File: config.mk
export PLATFORM = sky130hd
export DESIGN_NAME = reg_fifo_arbiter
export DESIGN_NICKNAME = d
export VERILOG_FILES = /design/src/rtl/reg_fifo_arbiter.sv
export SDC_FILE = /design/constraint.sdc
export NUM_CORES = 1
export LEC_CHECK = 0
export CELL_PAD_IN_SITES_DETAIL_PLACEMENT = 0
export CELL_PAD_IN_SITES_GLOBAL_PLACEMENT = 1
export CORE_MARGIN = 3
export CORE_UTILIZATION = 27
export DETAILED_ROUTE_END_ITERATION = 8
export PLACE_DENSITY_LB_ADDON = 0.05
export SLEW_MARGIN = 20
export SYNTH_ARGS = -nofsm -noshare
export SYNTH_HDL_FRONTEND = slang
export SYNTH_SLANG_ARGS = --single-unit
File: constraint.sdc
create_clock -name clk -period 3 [get_ports clk]
set_input_delay 0.45 -clock clk [delete_from_list [all_inputs] [get_ports clk]]
set_output_delay 0.45 -clock clk [all_outputs]
set_load 0.01 [all_outputs]
File: src/rtl/reg_fifo_arbiter.sv
// reg_fifo_arbiter: round-robin arbiter and sequencer in front of a shared
// 4-bit register-index FIFO that exports no full/empty status.
//   clk, reset          : clock, synchronous active-high reset (shared with the buffer)
//   req_valid/req_reg   : NUM_REQ requesters, 4-bit index each
//   req_ready           : one-hot combinational grant
//   fifo_write_en/_reg  : buffer push port
//   fifo_read_en/_reg   : buffer pop port and head
//   out_valid/out_reg   : head presented to the consumer; out_ready accepts it
//   flush/flush_done    : discard all buffered entries; one-cycle completion pulse
//   count               : registered occupancy
//   busy                : flush sequence in progress
module reg_fifo_arbiter #(
    parameter int unsigned NUM_REQ = 4,
    parameter int unsigned DEPTH   = 32,
    localparam int unsigned PW     = (NUM_REQ > 1) ? $clog2(NUM_REQ) : 1,
    localparam int unsigned CW     = $clog2(DEPTH) + 1
) (
    input  logic                 clk,
    input  logic                 reset,
    input  logic [NUM_REQ-1:0]   req_valid,
    input  logic [4*NUM_REQ-1:0] req_reg,
    output logic [NUM_REQ-1:0]   req_ready,
    output logic                 fifo_write_en,
    output logic [3:0]           fifo_write_reg,
    output logic                 fifo_read_en,
    input  logic [3:0]           fifo_read_reg,
    output logic                 out_valid,
    output logic [3:0]           out_reg,
    input  logic                 out_ready,
    input  logic                 flush,
    output logic                 flush_done,
    output logic [CW-1:0]        count,
    output logic                 busy
);

    localparam int unsigned CPW = PW + 1;

    typedef enum logic {
        ST_RUN   = 1'b0,
        ST_FLUSH = 1'b1
    } state_t;

    state_t          state_q, state_d;
    logic [PW-1:0]   rr_q, rr_d;
    logic [CW-1:0]   count_q, count_d;

    logic            space;
    logic            gnt_any;
    logic [PW-1:0]   gnt_idx;
    logic [CPW-1:0]  cand;
    logic            pop;
    logic [3:0]      req_reg_arr [NUM_REQ];

    // Unpack the flat requester index bus.
    for (genvar g = 0; g < NUM_REQ; g++) begin : g_unpack
        assign req_reg_arr[g] = req_reg[4*g +: 4];
    end

    // State, round-robin pointer and occupancy registers.
    always_ff @(posedge clk) begin
        if (reset) begin
            state_q <= ST_RUN;
            rr_q    <= '0;
            count_q <= '0;
        end else begin
            state_q <= state_d;
            rr_q    <= rr_d;
            count_q <= count_d;
        end
    end

    // Next-state, grant and pop logic.
    always_comb begin
        state_d        = state_q;
        rr_d           = rr_q;
        count_d        = count_q;
        gnt_any        = 1'b0;
        gnt_idx        = '0;
        cand           = '0;
        req_ready      = '0;
        fifo_write_reg = 4'h0;
        out_valid      = 1'b0;
        pop            = 1'b0;

        // A same-cycle pop does not free a slot: the buffer checks full on pre-edge pointers.
        space = (count_q < CW'(DEPTH - 1));

        // Search from rr_q upward with wrap; the first valid requester wins.
        if ((state_q == ST_RUN) && space && !flush) begin
            for (logic [CPW-1:0] k = '0; k < CPW'(NUM_REQ); k = k + CPW'(1)) begin
                cand = {1'b0, rr_q} + k;
                if (cand >= CPW'(NUM_REQ)) begin
                    cand = cand - CPW'(NUM_REQ);
                end
                if (!gnt_any && req_valid[cand[PW-1:0]]) begin
                    gnt_any = 1'b1;
                    gnt_idx = cand[PW-1:0];
                end
            end
        end

        if (gnt_any) begin
            req_ready[gnt_idx] = 1'b1;
            fifo_write_reg     = req_reg_arr[gnt_idx];
            rr_d               = (gnt_idx == PW'(NUM_REQ - 1)) ? '0 : gnt_idx + PW'(1);
        end

        case (state_q)
            ST_RUN: begin
                out_valid = (count_q != '0);
                pop       = out_valid && out_ready;
                if (flush) begin
                    state_d = ST_FLUSH;
                end
            end
            ST_FLUSH: begin
                // Drain one entry per cycle; leave once empty was observed.
                pop = (count_q != '0);
                if (count_q == '0) begin
                    state_d = ST_RUN;
                end
            end
            default: state_d = ST_RUN;
        endcase

        count_d = count_q + CW'(gnt_any) - CW'(pop);
    end

    assign fifo_write_en = gnt_any;
    assign fifo_read_en  = pop;
    assign out_reg       = fifo_read_reg;
    assign flush_done    = (state_q == ST_FLUSH) && (count_q == '0);
    assign busy          = (state_q == ST_FLUSH);
    assign count         = count_q;

endmodule
==> results of run 1 <==
[flip-flops by register name, summed over array words and instances (netlist names)]
| name | cells |
|---|---|
| count | 6 |
| rr_q | 2 |
| busy | 1 |
[cell families after synthesis]
logic type / synth area share (%)
mux: 10.6
compound gates: 16.8
flops: 19.1
buf+inv: 9.54
xor+xnor: 2.78
simple gates: 20.5
fa+ha+maj: 20.7
[power by group]
part           internal [mW]  switching, mW
Combinational          0.357          0.308
Clock                 0.0513         0.0435
Sequential             0.163         0.0449
Total                  0.571          0.396
[cells in the mapped netlist (3+ instances only)]
library cell,instances,area share (%)
sky130_fd_sc_hd__buf_4,4,3.2
sky130_fd_sc_hd__and2_1,5,3.3
sky130_fd_sc_hd__inv_1,12,4.8
sky130_fd_sc_hd__nor2_1,14,5.6
sky130_fd_sc_hd__nor2b_1,3,2.0
sky130_fd_sc_hd__nor3_1,3,1.6
sky130_fd_sc_hd__mux2i_1,10,11
sky130_fd_sc_hd__ha_1,14,19
sky130_fd_sc_hd__o21bai_1,3,2.4
sky130_fd_sc_hd__nand2_1,4,1.6
sky130_fd_sc_hd__dfxtp_1,9,19
sky130_fd_sc_hd__o22ai_1,4,2.6
[layout make-up]
type	count	area share, %
clock buffers	4	1.77
inverters	12	3.04
multi-input cells	84	45.8
flip-flops and latches	9	12.2
well taps	44	3.72
repair buffers	49	33.5
[critical path: stages, from the launching register on]
cell,delay (ns)
sky130_fd_sc_hd__dfxtp_1,0.49
sky130_fd_sc_hd__mux2i_1,0.24
sky130_fd_sc_hd__nor2_1,0.09
sky130_fd_sc_hd__a2111oi_4,0.35
sky130_fd_sc_hd__buf_4,0.18
sky130_fd_sc_hd__buf_12,0.11
sky130_fd_sc_hd__inv_1,0.06
sky130_fd_sc_hd__ha_1,0.18
sky130_fd_sc_hd__and2_1,0.14
sky130_fd_sc_hd__dlygate4sd2_1,0.28
[timing repair]
action	in CTS	in global routing
pin swaps	2	1
hold buffers	0	0
cloned	1	0
setup endpoints to repair	8	4
setup buffers	1	0
resized for setup	13	0
[worst paths after layout]
| kind | from | endpoint | slack, ns | depth (start not counted) |
|---|---|---|---|---|
| setup / recovery | rr_q[1]$_SDFFE_PP0P_ | req_ready[2] | 0.18 | 9 |
| hold / removal | rr_q[0]$_SDFFE_PP0P_ | rr_q[0]$_SDFFE_PP0P_ | 0.55 | 2 |
| setup reg to reg | count[2]$_SDFF_PP0_ | count[4]$_SDFF_PP0_ | 0.47 | 15 |
| hold reg to reg | rr_q[0]$_SDFFE_PP0P_ | rr_q[0]$_SDFFE_PP0P_ | 0.55 | 2 |
[per-layer routing]
metal / wire length [microns] / vias to the layer above
met1: 1190 / 398
met3: 167 / 2
met4: 14 / 0
met5: 0 / -
met2: 1080 / 25
li1: - / 473
==> results.json, run 1 <==
{
  "report.final.setup_viol": 0,
  "critPathLaunchType": "flop",
  "die_width_microns": 65.2,
  "clk_latency_ns": 0.26,
  "port_buffers": 42,
  "ir_drop_mv": 0.479,
  "wire_length_of_the_first_global_routing_pass_mm": 4.28,
  "grt_util_all_layers_pct": 12.8,
  "cts_max_level": 1,
  "floorplan.die_area_sq_mm": 0.00424,
  "worst-setup-path-type": "flop to primary output",
  "path_clk_slew_ns": 0.06,
  "timing.critical_path.arrival_ns": 2.37,
  "routed-via-count": 898,
  "syn-instance-count": 111,
  "synth_edf_count": 0,
  "syn_area_sq_um": 945,
  "seqCellArea_sq_um": 180,
  "met2_track_utilization_from_global_routing_pct": 19.9,
  "post_route_cells_drive_above_1_share_pct": 10.8,
  "antenna_violations_before_repair": 0,
  "power.total_mw": 0.967,
  "tritoncts": "built",
  "grt_setup_unrepaired": "false",
  "routed_wirelength_mm": 2.46,
  "gr-usage-met3_pct": 4.79,
  "post-route-worst-setup-slack_ns": 0.183,
  "setup-tns-final_ns": 0,
  "root_buf_cell": "sky130_fd_sc_hd__clkbuf_4",
  "mostFrequentLayoutCells": "sky130_fd_sc_hd__clkdlybuf4s50_1, sky130_fd_sc_hd__ha_1, sky130_fd_sc_hd__nor2_1",
  "final_wtd_congestion": 0.708,
  "placementRows": 20,
  "crit_path_end_kind": "primary output",
  "worstPathMaxFanout": 7,
  "synth.avg_cell_area_sq_um": 8.51,
  "yosys.cell_types.count": 34,
  "final_max_slew_viol_count": 0,
  "multiInputGateArea_sq_um": 678,
  "synth-main-ff-cell": "sky130_fd_sc_hd__dfxtp_1",
  "numClockSinks": 9,
  "place_ws_ns": -0.200,
  "timing_worst_slew_pin_value_ns": 0.478,
  "max-clock-path-buffers": 2,
  "total_placed_cells_including_tap_cells": 196,
  "chipHeight_microns": 65.2,
  "layoutNonFillerInstCount": 202,
  "maxClockFrequency_mhz": 355,
  "i_o_pins": 51,
  "vias_per_cell": 4.45,
  "fp.coreArea_sq_mm": 0.00320,
  "slew-limit-headroom_pct": 68.0,
  "postSynth.asyncResetShare_pct": 0,
  "final_min_period_over_clock_period_pct": 93.9,
  "final_period_minus_worst_setup_slack_ns": 2.82,
  "mean_routed_wirelength_per_cell_microns": 12.2,
  "grt_use_met1_pct": 16.9,
  "min_path_type": "flop to flop",
  "num-fill-cells": 338,
  "route.antenna.remaining_nets": 0,
  "syn-num-nets": 154,
  "grt.busiest_layer": "met2",
  "cell_area_after_layout_sq_mm": 0.00148,
  "hold_slack_ns": 0.550,
  "final.setup_skew_ns": 0.00322,
  "status": "finished clean",
  "cts_buffers": 3,
  "final_core_utilization_pct": 46.3,
  "grt_max_degree": 13,
  "nets": 202,
  "drt_drc_violations_left": 0,
  "syn2layout_area_growth_pct": 56.8,
  "cap_viol_max_count": 0,
  "initial_utilization_pct": 29.5,
  "detailed_place.area_sq_mm": 0.00143,
  "final_hold_viol_count": 0,
  "p_per_area_mw_per_mm2": 653,
  "yosys_register_bits": 9,
  "firstDrtPassIters": 4,
  "sequential_fraction_of_the_synthesis_area_pct": 19.1,
  "dp.final_hpwl_mm": 1.97,
  "antennaDiodeCount": 0,
  "detail_route.iter0.violations": 62,
  "grt_overflow_total": 0,
  "yosys_warnings": 0,
  "leakagePower_nw": 0.651,
  "layout.cells.most_common": "sky130_fd_sc_hd__clkdlybuf4s50_1",
  "via_count_of_the_first_global_routing_pass": 969,
  "critPathRequiredTime_ns": 2.55
}
(Power assumes the default switching activity.)
==> run 2: changes to the inputs <==
SKIP_LAST_GASP = 1   (was not set)
==> results of run 2 <==
No change in the layout: final DEF, timing and power equal those of run 1.
